<file path="config.mk">
export PLATFORM = sky130hd
export DESIGN_NAME = fetch_unit
export DESIGN_NICKNAME = d
export VERILOG_FILES = /design/src/rtl/rv32i_pkg.sv /design/src/rtl/next_pc_gen.sv /design/src/rtl/fetch_unit.sv
export SDC_FILE = /design/constraint.sdc
export NUM_CORES = 1
export LEC_CHECK = 0
export CAP_MARGIN = 20
export CORE_MARGIN = 2
export CORE_UTILIZATION = 45
export CTS_CLUSTER_DIAMETER = 30
export DETAILED_ROUTE_END_ITERATION = 12
export PLACE_DENSITY_LB_ADDON = 0.1
export SYNTH_ARGS = -nofsm -noshare
export SYNTH_HDL_FRONTEND = slang
export SYNTH_SLANG_ARGS = --single-unit
</file>
<file path="constraint.sdc">
create_clock -name clk -period 3.91 [get_ports clk]
set_input_delay 0.782 -clock clk [delete_from_list [all_inputs] [get_ports clk]]
set_output_delay 0.782 -clock clk [all_outputs]
set_load 0.05 [all_outputs]
</file>
<file path="src/rtl/rv32i_pkg.sv">
// rv32i_pkg: shared next-PC select encodings, NOP word and fetch state enum.
package rv32i_pkg;

   typedef enum logic [1:0] {
      PCSEL_PLUS4  = 2'b00,
      PCSEL_BRANCH = 2'b01,
      PCSEL_JAL    = 2'b10,
      PCSEL_JALR   = 2'b11
   } pc_sel_e;

   localparam logic [31:0] NOP = 32'h0000_0013;

   typedef enum logic [1:0] {
      S_IDLE,
      S_REQ,
      S_HOLD,
      S_FAULT
   } fetch_state_e;

endpackage

</file>
<file path="src/rtl/next_pc_gen.sv">
// next_pc_gen: combinational next-PC selection with misalignment detect.
module next_pc_gen
   import rv32i_pkg::*;
(
   input  logic [31:0] pc_i,
   input  logic [1:0]  pc_sel_i,
   input  logic [31:0] ext_imm_i,
   input  logic [31:0] rdout1_i,
   output logic [31:0] next_pc_o,
   output logic        misaligned_o
);

   always_comb begin
      next_pc_o = pc_sel_i == PCSEL_PLUS4 ? pc_i + 32'd4 :
                  pc_sel_i == PCSEL_JALR  ? (rdout1_i + ext_imm_i) & ~32'd1 :
                                            pc_i + ext_imm_i;
      misaligned_o = next_pc_o[1];
   end

endmodule

</file>
<file path="src/rtl/fetch_unit.sv">
// fetch_unit: RV32I fetch stage; owns the PC, fetches over req/ack and holds
// the instruction for decode until the core retires it.
module fetch_unit
   import rv32i_pkg::*;
#(
   parameter logic [31:0] RESET_PC     = 32'h0000_0000,
   parameter int unsigned IMEM_TIMEOUT = 16
) (
   input  logic        clk,
   input  logic        reset,
   input  logic [1:0]  PC_sel,
   input  logic [31:0] ExtImmediate,
   input  logic [31:0] rdout1,
   input  logic        exec_ready,
   output logic        imem_req,
   output logic [31:0] imem_addr,
   input  logic [31:0] imem_rdata,
   input  logic        imem_ack,
   output logic [31:0] Instruction,
   output logic [31:0] PC,
   output logic [31:0] PC_plus4,
   output logic        instr_valid,
   output logic        fetch_fault
);

   fetch_state_e state_q, state_d;
   logic [31:0]  pc_q, pc_d, instr_q, instr_d, cnt_q, cnt_d;
   logic         valid_q, valid_d, req_q, req_d, fault_q, fault_d;
   logic [31:0]  next_pc;
   logic         misaligned, advance, timeout;

   next_pc_gen u_next_pc_gen (
      .pc_i         (pc_q),
      .pc_sel_i     (PC_sel),
      .ext_imm_i    (ExtImmediate),
      .rdout1_i     (rdout1),
      .next_pc_o    (next_pc),
      .misaligned_o (misaligned)
   );

   assign advance = valid_q & exec_ready;
   // the edge that would make the count reach the limit is the faulting edge
   assign timeout = (IMEM_TIMEOUT != 0) && (cnt_q + 32'd1 == IMEM_TIMEOUT);

   always_comb begin
      state_d = state_q;
      pc_d    = pc_q;
      instr_d = instr_q;
      cnt_d   = cnt_q;
      valid_d = valid_q;
      req_d   = req_q;
      fault_d = fault_q;
      case (state_q)
         S_IDLE: begin
            state_d = S_REQ;
            req_d   = 1'b1;
            cnt_d   = '0;
         end
         S_REQ: begin
            if (imem_ack) begin
               instr_d = imem_rdata;
               valid_d = 1'b1;
               req_d   = 1'b0;
               state_d = S_HOLD;
            end else if (timeout) begin
               fault_d = 1'b1;
               req_d   = 1'b0;
               instr_d = NOP;
               state_d = S_FAULT;
            end else begin
               cnt_d = cnt_q + 32'd1;
            end
         end
         S_HOLD: begin
            if (advance && misaligned) begin
               fault_d = 1'b1;
               valid_d = 1'b0;
               instr_d = NOP;
               state_d = S_FAULT;
            end else if (advance) begin
               pc_d    = next_pc;
               valid_d = 1'b0;
               req_d   = 1'b1;
               cnt_d   = '0;
               state_d = S_REQ;
            end
         end
         S_FAULT: begin
            req_d   = 1'b0;
            valid_d = 1'b0;
            instr_d = NOP;
         end
      endcase
   end

   always_ff @(posedge clk or negedge reset) begin
      if (!reset) begin
         state_q <= S_IDLE;
         pc_q    <= RESET_PC;
         instr_q <= NOP;
         cnt_q   <= '0;
         valid_q <= 1'b0;
         req_q   <= 1'b0;
         fault_q <= 1'b0;
      end else begin
         state_q <= state_d;
         pc_q    <= pc_d;
         instr_q <= instr_d;
         cnt_q   <= cnt_d;
         valid_q <= valid_d;
         req_q   <= req_d;
         fault_q <= fault_d;
      end
   end

   assign imem_req    = req_q;
   assign imem_addr   = pc_q;
   assign Instruction = instr_q;
   assign PC          = pc_q;
   assign PC_plus4    = pc_q + 32'd4;
   assign instr_valid = valid_q;
   assign fetch_fault = fault_q;

endmodule

</file>
# == Yosys cells after proc, flatten, opt, wreduce, memory -nomap -nowiden ==
# Cells that the tools add are included.
# totals
word_cells,69
latch_bits,0
reg_bits,101
mem_bits_ro,0
mem_count,0
ramBits,0
# classes
order_cmp,0
n_mux,29
multipliers,0
div_mod_pow,0
shifts,0
n_eq_ne,14
bitwise_logic,2
n_reduce_logical,13
addsub,4
# ops
operator,n
$mux 32,9
$pmux 32 s3,2
$add 32x32->32,2
$add 32x1->32 const B,1
$add 32x3->32 const B,1
$eq 32x5->1 const B,1
$reduce_and 3->1,5
$ne 2x2->1 const B,7
$mux 1,10
$mux 2,4
$eq 2x2->1 const B,3
$ne 3x3->1 const B,2
$pmux 2 s3,1
$reduce_bool 3->1,2
$reduce_and 5->1,1
$logic_not 2->1,2
$pmux 1 s4,1
$reduce_and 4->1,1
$pmux 1 s3,1
$eq 2x1->1 const B,1
$pmux 1 s2,1
$reduce_bool 2->1,1
$and 1x1->1,1
$logic_and 1x1->1,1
$not 1->1,1

# == Logic depth before layout (Yosys ltp) ==
# depth
word_depth,6
ltp_mapped,16
depth_no_buf,14

# == Hierarchy ==
# A second synthesis with hierarchy kept.
# hier_totals
hier_cells,1361
area_unflattened_um2,10846.7
# modules_own_cells
module,n_inst,cells_each,area_per_inst_um2,seq_area_each_um2
fetch_unit,1,656,6154.7,2531.2
next_pc_gen,1,705,4692.0,0.0

# == Least setup slack after synthesis ==
# No wires, ideal clock.
# synth_path
kind,register to output
start,"reg pc_q[2], in the netlist PC[2]"
end,out PC_plus4[28]
path_stages_with_launch,8
path_buffers,0
arrival_time_ns,3.034
slack_ns,0.094
cell_sequence,dfrtp_1 > ha_1 > nand3_1 > nor2_1 > nand4_1 > nor3_1 > nand3_1 > xnor2_1
# synth_between
elab_chain_len,1
# synth_lines
element,line_no,text
"start, declared",fetch_unit.sv:27,"logic [31:0] pc_q, pc_d, instr_q, instr_d, cnt_q, cnt_d;"
"start signal, assigned",fetch_unit.sv:107,pc_q <= pc_d;
$add 32x3->32,fetch_unit.sv:120,assign PC_plus4 = pc_q + 32'd4;
"end, declared",fetch_unit.sv:21,"output logic [31:0] PC_plus4,"
# Every way passes these cells.

# == Final worst setup path ==
# layout_path
start,reg cnt_q[0]
end,reg cnt_q[8]
# layout_between
elab_chain_len,4
elab_cells_between_ends,7
cone_classes,1 x add/sub; 2 x eq/ne; 3 x mux; 1 x reduce/logical
# layout_lines
element,line_no,text
"start, declared",fetch_unit.sv:27,
"start signal, assigned",fetch_unit.sv:109,cnt_q <= cnt_d;
$add 32x1->32 (*),"fetch_unit.sv:43, fetch_unit.sv:71",
$eq 32x5->1 / $mux 32 (equally long branches),"fetch_unit.sv:43, fetch_unit.sv:65",
$ne 2x2->1 (no line) / $mux 32 (equally long branches),-,
$reduce_and 5->1 (no line) / $pmux 32 s3 (equally long branches),-,
# Mark *: on every way between the ends. The rest lies on a longest branch, timed or not. The select of a mux whose other input is x is not followed.
# A chain may end at the register's enable or synchronous reset.

==> flow_summary_export.csv <==
group,metric,value,unit
outcome,status,"complete, no violations",
synth,ys_seq_area_share,25.2,%
timing,setup_viol,0,
route,ant_nets,0,
finish,design_area,13700,sq um
global_route,busiest_layer,"met2",
setup_path,reg2reg_slack,0.13,ns
run,maxCapViolations,0,
global_route,grt_pass1_vias,10100,
route,dr.first_iter.drc_count,688,
finish,final_common_cell,"clkdlybuf4s50_1",
floorplanning,initial_core_util,45.9,%
global_route,use_met3,4.25,%
timing,tns,0,ns
global_route,grt_remaining_overflow,0,
route,routed_wl,31700,microns
route,vias,10600,
power,power_frac_clock,9.6,%
setup_path,critPathRequiredTime,4.16,ns
floorplanning,core-area,21900,sq um
finish,synthToLayoutAreaGrowth,36.6,%
route,wl_per_cell,17.3,microns
setup_path,crit_path_start,"cnt_q[0]",
setup_path,reg2reg_to,"cnt_q[8]",
clock_tree,cts_tree,"yes",
floorplanning,die_h,153,microns
timing,rsz0062_at_grt,"yes",
floorplanning,fp-row-count,54,
synth,syn_inst,1268,
finish,final_layout_size_suffix_gt1_share,16.3,%
global_route,grt_first_pass_wirelength,51400,microns
power,pwr-share-comb,71.8,%
synth,synthMuxAreaShare,2.52,%
timing,slew_viol_final,0,
clock_tree,cts_root_buffer,"clkbuf_16",
setup_path,timing.rr.start,"cnt_q[0]",
place,io_buffers,232,
power,seq_power_share,18.6,%
timing,max_freq,0.264,GHz
worst_hold_path,hold_class,"in -> async",
global_route,grt_max_degree,56,
global_route,grt_use_met2,43.7,%
power,p_sw,5.18,mW
power,ir_worst_vdd,0.000612,V
synth,ys_warn_count,0,
synth,synth-edff-count,0,
clock_tree,holdBufCountCts,0,
finish,utilization,62.6,%
clock_tree,cts.sinks,101,
global_route,grtUsageMet1,35.6,%
power,p_leak,5.99,nW
global_route,antenna_found_initial,2,
synth,synth_compound_gate_area_share,27.3,%
clock_tree,path_clk_slew,0.08,ns
route,dr.pass1.iters,5,
route,remaining_drc_errors,0,
finish,nNetsFinal,1719,
floorplanning,num_io_pins,233,
power,sw_frac_of_total,54.2,%
timing,skew,0.0149,ns
setup_path,rr_worst_depth,13,
power,p_int,4.39,mW
clock_tree,clk_path_buf_depth,2,
timing,finalHoldViolCount,0,
place,place_congestion,0.934,
clock_tree,clock_latency,0.36,ns
setup_path,start_kind,"flop",
timing,tightestPinTransition,0.749,ns
finish,final_cell_mix,"216 x clkdlybuf4s50_1, 173 x nand2_1, 138 x buf_4, 96 x dfrtp_1, 89 x nor2_1",
floorplanning,die_w,153,microns
synth,syn-num-nets,1441,
synth,synth_fa_ha_area_share,9.10,%
power,p_per_area,698,nW/um^2
synth,ys_types,73,
timing,hold_ws,0.463,ns
place,place_area,13300,sq um
setup_path,cp_max_fo,5,
synth,syn_area_per_cell,7.92,sq um
synth,synth.ff_latch_count,101,
setup_path,arrival,4.03,ns
place,dp_hpwl,24500,microns
clock_tree,h-tree-depth,3,
timing,period_needed,3.78,ns
route,routed_via_density,5.79,
synth,syn-cell-area,10000,sq um
synth,synth_ff_type,"dfrtp_1",
setup_path,crit_path_end_kind,"flop",
synth,synthSimpleGateAreaFrac,21.4,%
synth,synth_top_family_by_area,"compound AO/OA/AOI/OAI gates",
synth,synth_xor_area_share,7.41,%
synth,async_reset_ff_share,100,%
timing,slew_headroom,50.0,%
floorplanning,dieArea,23500,sq um
setup_path,path_class,"reg -> reg",
clock_tree,cts_made_buffers,9,
timing,min_period_over_period,96.8,%
global_route,grt_usage,26.4,%
synthesized netlist by cell type (25+ instances only):
| master | instances | area share, % |
|---|---|---|
| nand3_1 | 43 | 2.1 |
| a21o_1 | 34 | 2.5 |
| clkbuf_1 | 47 | 1.8 |
| inv_1 | 32 | 1.2 |
| o21ai_2 | 28 | 2.4 |
| buf_4 | 35 | 2.6 |
| nor2_1 | 90 | 3.4 |
| dfrtp_1 | 98 | 24 |
| o21ai_0 | 90 | 4.5 |
| ha_1 | 69 | 8.6 |
| nand2_1 | 173 | 6.5 |
| xor2_1 | 34 | 3.0 |
| xnor2_1 | 51 | 4.4 |
| nor3_1 | 25 | 1.2 |
| a22o_1 | 31 | 2.7 |
| a21oi_1 | 67 | 3.3 |
power groups by stage:
stage	clock network (mW)	registers, mW	logic, mW
finish	0.915	1.78	6.87
global route	0.983	1.85	7.31
CTS	0.937	1.79	6.76
detailed placement	0	1.80	6.73
global placement	0	1.79	6.68
floorplan	0	2.82	3.63
how the worst max path moves through the flow:
stage / endpoint / slack (ns) / cells after the start
after global routing: cnt_q[8] / -0.03 / 13
after global placement: PC[30] / -0.25 / 15
after detailed placement: PC[30] / -0.31 / 13
final: cnt_q[8] / 0.13 / 13
after CTS: PC[30] / 0.02 / 16
after floorplan: PC_plus4[28] / 0.09 / 7
per-layer routing:
| layer | wire (microns) | up-vias |
|---|---|---|
| met5 | 0 | - |
| met4 | 742 | 0 |
| met3 | 1980 | 48 |
| met2 | 14700 | 362 |
| met1 | 14300 | 4998 |
| li1 | - | 5196 |
through the flow:
step	setup slack [ns]	power, mW	instances
6_report	0.127	9.57	1833
5_1_grt	-0.0259	10.1	1831
4_1_cts	0.0191	9.49	1827
3_5_place_dp	-0.314	8.54	1811
3_3_place_gp	-0.254	8.47	1811
2_1_floorplan	0.0939	6.45	1268
layout make-up:
class | count | area, sq um
Clock buffer | 9 | 225
Inverter | 32 | 120
Timing Repair Buffer | 370 | 3500
Tap cell | 280 | 350
Antenna cell | 2 | 5.00
Fill cell | 1988 | 8180
Sequential cell | 101 | 2530
Clock inverter | 7 | 67.6
Multi-Input combinational cell | 1032 | 6910
registers in the layout, indices dropped and copies added (netlist names):
name / count
fetch_fault: 1
imem_req: 1
PC: 32
state_q: 2
instr_valid: 1
cnt_q: 32
Instruction: 32
kinds of logic after synthesis:
logic type	Yosys count
DFF	101
adders and majority gates	72
xor gates and xnor gates	85
AOI/OAI and AO/OA	399
and+or+nand+nor	453
buffers and inverters	135
muxes	23
critical path: stages, from the launching register on:
cell and delay [ns]:
dfrtp_1 0.36, ha_2 0.18, nand4_1 0.13, or3_1 0.39, or4_4 0.54, o21ai_2 0.15
nand3_2 0.07, or4_4 0.50, a2111oi_4 0.39, buf_4 0.22, or2_2 0.14, or3_1 0.11
mux2_2 0.32, a22o_1 0.18
repair_timing:
item,CTS,global route
endpoints found under the setup margin,1,50
resized for setup,1,31
setup buffers,0,3
pin swaps,0,8
cloned,0,1
endpoints found under the hold margin,0,0
Note: power is estimated with default switching activity, not from simulation.
